--- src/rtl/if_stage.sv ---
// Instruction-fetch stage with IF/ID pipeline register and a one-entry skid buffer.
// Issues word fetches over a req/ack handshake and drops wrong-path data after a redirect.
module if_stage #(
    parameter int                ADDR_W   = 32,
    parameter int                INST_W   = 32,
    parameter logic [ADDR_W-1:0] RESET_PC = '0
) (
    input  logic              clk,
    input  logic              rst_n,
    input  logic              stall_i,
    input  logic              redirect_i,
    input  logic [ADDR_W-1:0] redirect_pc_i,
    output logic              mem_req_o,
    output logic [ADDR_W-1:0] mem_addr_o,
    input  logic              mem_ack_i,
    input  logic [INST_W-1:0] mem_data_i,
    output logic [ADDR_W-1:0] pc_o,
    output logic [INST_W-1:0] inst_o,
    output logic              inst_valid_o
);

    typedef enum logic [1:0] {
        IDLE  = 2'd0,
        BUSY  = 2'd1,
        FLUSH = 2'd2
    } state_t;

    state_t            state_q, state_d;
    logic [ADDR_W-1:0] fetch_pc_q, fetch_pc_d;
    // Redirect target parked while a wrong-path request is still outstanding,
    // so mem_addr_o never moves before the ack.
    logic [ADDR_W-1:0] flush_pc_q, flush_pc_d;
    logic              skid_valid_q, skid_valid_d;
    logic [ADDR_W-1:0] skid_pc_q, skid_pc_d;
    logic [INST_W-1:0] skid_inst_q, skid_inst_d;
    logic [ADDR_W-1:0] pc_q, pc_d;
    logic [INST_W-1:0] inst_q, inst_d;
    logic              valid_q, valid_d;

    logic [ADDR_W-1:0] target_pc;
    logic              if_id_ready;
    logic              ack_live;

    assign target_pc   = redirect_pc_i & ~ADDR_W'(3);
    assign if_id_ready = !valid_q || !stall_i;
    assign ack_live    = mem_ack_i && (state_q != IDLE);

    // NOTE: every next-state variable gets its hold value first, so no path
    // through this block can leave one unassigned and infer a latch.
    always_comb begin
        state_d      = state_q;
        fetch_pc_d   = fetch_pc_q;
        flush_pc_d   = flush_pc_q;
        skid_valid_d = skid_valid_q;
        skid_pc_d    = skid_pc_q;
        skid_inst_d  = skid_inst_q;
        pc_d         = pc_q;
        inst_d       = inst_q;
        valid_d      = valid_q;

        if (redirect_i) begin
            valid_d      = 1'b0;
            inst_d       = '0;
            skid_valid_d = 1'b0;
            if (state_q == IDLE || ack_live) begin
                state_d    = BUSY;
                fetch_pc_d = target_pc;
            end else begin
                state_d    = FLUSH;
                flush_pc_d = target_pc;
            end
        end else begin
            if (!stall_i) begin
                valid_d = 1'b0;
                inst_d  = '0;
            end

            case (state_q)
                IDLE: begin
                    if (!skid_valid_q) begin
                        state_d = BUSY;
                    end else if (!stall_i) begin
                        pc_d         = skid_pc_q;
                        inst_d       = skid_inst_q;
                        valid_d      = 1'b1;
                        skid_valid_d = 1'b0;
                    end
                end
                BUSY: begin
                    if (mem_ack_i) begin
                        fetch_pc_d = fetch_pc_q + ADDR_W'(4);
                        if (if_id_ready) begin
                            pc_d    = fetch_pc_q;
                            inst_d  = mem_data_i;
                            valid_d = 1'b1;
                        end else begin
                            // Decode is stalled on a live word: park this one and pause fetching.
                            skid_valid_d = 1'b1;
                            skid_pc_d    = fetch_pc_q;
                            skid_inst_d  = mem_data_i;
                            state_d      = IDLE;
                        end
                    end
                end
                FLUSH: begin
                    if (mem_ack_i) begin
                        state_d    = BUSY;
                        fetch_pc_d = flush_pc_q;
                    end
                end
                default: state_d = IDLE;
            endcase
        end
    end

    // NOTE: state registers use non-blocking assignments so every flop
    // samples the pre-edge values regardless of statement order.
    always_ff @(posedge clk or negedge rst_n) begin
        if (!rst_n) begin
            state_q      <= IDLE;
            fetch_pc_q   <= RESET_PC;
            flush_pc_q   <= RESET_PC;
            skid_valid_q <= 1'b0;
            skid_pc_q    <= '0;
            skid_inst_q  <= '0;
            pc_q         <= '0;
            inst_q       <= '0;
            valid_q      <= 1'b0;
        end else begin
            state_q      <= state_d;
            fetch_pc_q   <= fetch_pc_d;
            flush_pc_q   <= flush_pc_d;
            skid_valid_q <= skid_valid_d;
            skid_pc_q    <= skid_pc_d;
            skid_inst_q  <= skid_inst_d;
            pc_q         <= pc_d;
            inst_q       <= inst_d;
            valid_q      <= valid_d;
        end
    end

    assign mem_req_o    = (state_q != IDLE);
    assign mem_addr_o   = fetch_pc_q;
    assign pc_o         = pc_q;
    assign inst_o       = inst_q;
    assign inst_valid_o = valid_q;

endmodule
--- config.mk ---
export PLATFORM = sky130hd
export DESIGN_NAME = if_stage
export DESIGN_NICKNAME = d
export VERILOG_FILES = /design/src/rtl/if_stage.sv
export SDC_FILE = /design/constraint.sdc
export NUM_CORES = 1
export LEC_CHECK = 0
export CAP_MARGIN = 10
export CELL_PAD_IN_SITES_DETAIL_PLACEMENT = 0
export CELL_PAD_IN_SITES_GLOBAL_PLACEMENT = 1
export CORE_UTILIZATION = 45
export CTS_BUF_LIST = sky130_fd_sc_hd__clkbuf_2
export CTS_CLUSTER_DIAMETER = 200
export CTS_CLUSTER_SIZE = 14
export DETAILED_ROUTE_END_ITERATION = 10
export PLACE_DENSITY_LB_ADDON = 0.1
export SYNTH_ARGS = -nofsm -noshare
export SYNTH_HDL_FRONTEND = slang
export SYNTH_SLANG_ARGS = --single-unit
--- constraint.sdc ---
create_clock -name clk -period 2.8 [get_ports clk]
set_input_delay 0.28 -clock clk [delete_from_list [all_inputs] [get_ports clk]]
set_output_delay 0.28 -clock clk [all_outputs]
set_load 0.05 [all_outputs]
; ---- Yosys cells after proc, flatten, opt, wreduce, memory -nomap -nowiden
; Cells that the tools add are included.
; Widths: inputs -> output; s select.
[classes]
n_addsub = 1
n_eq_ne = 11
n_mux = 37
bitwise = 3
n_reduce_logical = 16
[op_table]
columns = op, count
row1 = $mux 32, 14
row2 = $pmux 32 s2, 3
row3 = $add 32x3->32 const B, 1
row4 = $mux 2, 6
row5 = $ne 3x3->1 const B, 4
row6 = $reduce_and 4->1, 3
row7 = $mux 1, 11
row8 = $ne 2x2->1 const B, 4
row9 = $pmux 2 s3, 1
row10 = $reduce_and 6->1, 1
row11 = $reduce_bool 3->1, 2
row12 = $pmux 1 s2, 2
row13 = $reduce_bool 2->1, 2
row14 = $not 1->1, 3
row15 = $reduce_and 3->1, 1
row16 = $eq 2x1->1 const B, 1
row17 = $eq 2x2->1 const B, 1
row18 = $logic_not 1->1, 2
row19 = $logic_not 2->1, 1
row20 = $logic_or 1x1->1, 2
row21 = $ne 2x1->1 const B, 1
row22 = $reduce_and 2->1, 1
row23 = $logic_and 1x1->1, 1
[word_totals]
ff_bits = 194
in_bits = 69
out_inout_bits = 98
elab_cells = 77

; ---- Depth between registers and ports, before layout
[logic_depth]
depth_word = 6
ltp_mapped = 7
depth_no_buf = 6

; ---- Least setup slack after synthesis
; Ideal clock, no wire load.
[synth_timing]
path_kind = register -> register
startpoint = register fetch_pc_q[15], in the netlist mem_addr_o[15]
endpoint = register fetch_pc_q[30], in the netlist mem_addr_o[30]
setup_ps = 131
arrival_time_ps = 1959
t_required_ps = 2669
setup_slack_ps = 710
path_stages_with_launch = 7
n_path_buf = 1
synth_period_minus_slack_ps = 2090
path_cell_list = dfrtp_1 buf_4 and4_1 nand4_1 nor4_1 mux2i_1 nand3_1
[synth_via]
elab_chain_len = 4
[synth_lines]
columns = element, line
row1 = from (decl), 29  ; logic [ADDR_W-1:0] fetch_pc_q, fetch_pc_d;
row2 = from (signal assigned), 131  ; fetch_pc_q <= fetch_pc_d;
row3 = $add 32x3->32, 91  ; fetch_pc_d = fetch_pc_q + ADDR_W'(4);
row4 = $mux 32, 90  ; if (mem_ack_i) begin
row5 = $pmux 32 s2, 78  ; case (state_q)
row6 = $mux 32, 61  ; if (redirect_i) begin
; No other way between the ends. The select of a mux whose other input is x is not followed.
; A chain may end at the register's enable or synchronous reset.

; ---- Worst setup path in the final report
[layout_timing]
startpoint = register fetch_pc_q[11], in the netlist mem_addr_o[11]
endpoint = output mem_addr_o[11]
[layout_lines]
columns = element, line
row1 = to (decl), 14  ; output logic [ADDR_W-1:0] mem_addr_o,
; No word-level cell between the ends.

==> results.md <==
* Status: finished, final reports clean
* Area growth, synth to finish at 23.31%
* # Max-Cap Violations at 0
* Critical Path Start Type: flop
* Critical path endpoint category: output port
* Power Total at 8.374 mW
* Fin cells at 1272
* Die X at 142.2 microns
* Post-synthesis register bit count at 188
* Wire per inst at 18.33 microns
* TritonCTS buffer count at 17
* Distinct cells, synth at 65
* Crit path kind: flop to output port
* DR vias/cell at 5.649
* Worst Skew at 33.34 ps
* Number of synthesized flops with an enable pin at 0
* Nets@finish at 1068
* CP delay by family, top: buffers and inverters
* Largest net degree at the start of global routing at 89
* Syn_area_per_cell at 10.30 sq um
* Die area at 20230 sq um
* Setup violations, final at 0
* CP bufs+invs at 1
* Max incr delay on CP at 880 ps
* Clock root buffer: clkbuf_2
* VDD IR max at 0.6066 mV
* Starting Density at 0.4653
* Synth top area cells: dfrtp_1, mux2_2, nand2_1
* Worst slew pin tran at 971.1 ps
* Core area at 19020 sq um
* Tmin final at 2587 ps
* Synth area leader: dfrtp_1
* Main flop type after synthesis: dfrtp_1
* Final slew viol count at 0
* Critical Path AT at 2310 ps
* Final hold vios at 0
* Total negative slack at 0 ps
* GRT Overall Usage at 0.2388
* Synth warnings at 0
* Vias in the first global route at 7174
* Final RePlAce weighted congestion at 0.8247
* Drt first pass iters at 6
* Gr ovfl total at 0
* Cells after Synth at 859
* Fillcell total at 1695
* Headroom to the max-slew limit at 0.3526
* Post-route ant nets at 0
* Worst endpoint required time at 2520 ps
* Final HPWL DP at 15.70 mm
* Fraction of registers with async set/reset at 1.000
* WL final at 23.31 mm
* Worst-path cell with the longest stage delay: clkdlybuf4s50_1
* Placed insts at 1236
* CTS Sinks at 188
* Top-area cell type share of the netlist area at 0.5316
* TritonCTS clock tree: done
* Vias at 7185
* Sequential fraction of the synthesis area at 0.5316
* Unrepaired setup endpoints after global routing: no
* Hold crit path type: input port to async pin
* Input/output buffers at 160
* Drt initial violations at 443
* CTS Buffer Depth at 2
* F_max at 386.6 MHz
* Clock transition at path regs at 290 ps
* Chip Height at 142.2 microns
* Power Dens Cells at 767.3 nW/um^2
* CP max FO at 12
* First-pass GRT wire length at 37.21 mm
* Worst skew pair latency at 770 ps
* Final period utilization at 0.9239
* Buffer count from post-CTS setup fixing at 0
* I/O Pins at 167
* Mapped cell area at 8850 sq um
* H-tree levels at 4
* DR DRC count at 0
* FP Rows at 50
* Leakage at 4.514 nW
* Layout cells sized above 1 at 0.1622
* Initial antenna violation count at 1
* Critical-path cell list: clkdlybuf4s50_1
-- metal layers --
| metal | up-vias | GRT usage | part of all wire | wire length, microns |
|---|---|---|---|---|
| met3 | 19 | 0.05283 | 0.053 | 1226 |
| met2 | 192 | 0.3971 | 0.49 | 11370 |
| met4 | 0 | 0.07357 | 0.013 | 307 |
| met5 | - | 0 | 0 | 0 |
| li1 | 3347 | - | - | - |
| met1 | 3627 | 0.3110 | 0.45 | 10410 |
-- cells by family (layout without fill, tap and decap cells) --
| kind of cell | Yosys count | after routing | synth area share |
|---|---|---|---|
| AND/OR/NAND/NOR | 303 | 303 | 0.1552 |
| adder cells (fa/ha/maj) | 1 | 1 | 0.001414 |
| flip-flops | 188 | 188 | 0.5316 |
| buffers and inverters | 76 | 225 | 0.04793 |
| XOR/XNOR | 10 | 10 | 0.009897 |
| multiplexers | 93 | 93 | 0.1182 |
| AO/OA/AOI/OAI | 187 | 187 | 0.1353 |
| other | 1 | 5 | 0.0004237 |
-- area by class of cell --
type	count	area [sq um]	share of cell area
clock inverters	15	155.1	0.01422
diodes	1	2.502	0.0002293
repair buffers	189	1862	0.1706
inverters	4	15.01	0.001376
multi-input cells	598	3764	0.3449
clock buffers	17	85.08	0.007796
flip-flops and latches	188	4705	0.4311
well taps	260	325.3	0.02981
-- registers in the layout (all words and copies together), names as in the netlist --
signal	cells
state_q	2
skid_pc_q	30
inst_valid_o	1
pc_o	30
flush_pc_q	30
skid_valid_q	1
skid_inst_q	32
mem_addr_o	30
inst_o	32
-- layout by cell type, fill, tap and decap left out, drive strengths merged, types with 3 or more instances in the layout --
cell / count
inv: 12
nand2: 147
mux2: 92
nor4: 3
xor2: 3
nand2b: 5
o21ai: 53
clkinvlp: 3
clkinv: 3
a22oi: 14
a211oi: 4
clkbuf: 18
o2bb2ai: 4
dlygate4sd3: 3
and4: 5
nand3: 38
xnor2: 7
a21oi: 22
dfrtp: 188
nand4: 7
nor2: 62
and3: 19
a221oi: 9
buf: 27
clkdlybuf4s50: 157
a41oi: 3
conb: 4
nor3: 10
a31oi: 55
-- power breakdown --
group | internal, mW | switching (mW)
clock network | 0.361 | 1.03
logic | 1.18 | 1.89
registers | 3.35 | 0.556
total | 4.89 | 3.48
-- path summary, 6_finish.rpt --
kind                            cells past startpoint  slack, ps                          to                       start
min in group clk                                    3         70        inst_o[30]$_DFF_PN0_              mem_data_i[30]
worst min register to register                      2        530        inst_o[19]$_DFF_PN0_        inst_o[19]$_DFF_PN0_
worst max-delay path                                1        210              mem_addr_o[11]  mem_addr_o[11]$_DFFE_PN0P_
worst max register to register                      6        420   mem_addr_o[8]$_DFFE_PN0P_      state_q[0]$_DFFE_PN0P_
worst min-delay path                                2         50        pc_o[12]$_DFFE_PN0P_                       rst_n
max in group asynchronous                           3       1840  flush_pc_q[29]$_DFFE_PN0P_                       rst_n
-- stage by stage --
stage / utilization / worst slack, ps / hold slack, ps / cell area (sq um)
3_5_place_dp: 0.5595 / 403.0 / 392.4 / 10640
4_1_cts: 0.5737 / 164.1 / 2.514 / 10910
3_3_place_gp: 0.5595 / 445.0 / 381.2 / 10640
5_1_grt: 0.5738 / 92.80 / 1.615 / 10910
2_1_floorplan: - / 710.3 / -15.59 / 8861
6_report: 0.5738 / 213.1 / 49.22 / 10910
-- Yosys cell counts, drive strengths merged (4+ instances only) --
cell and n:
a221oi 9, a21oi 22, inv 4, nor3 10, clkbuf 35, nand2 147
and4 5, xnor2 7, a31oi 55, nor2 62, o21ai 53, o2bb2ai 4
a211oi 4, and3 19, a22oi 14, mux2 92, nand3 38, nand4 7
nand2b 5, buf 37, dfrtp 188
-- timing repair --
item,CTS,global route
gates resized for setup,1,0
hold buffers,3,0
endpoints found under the hold margin,93,0
setup endpoints to repair,1,0
No activity file was read; power rests on OpenSTA's default activity.
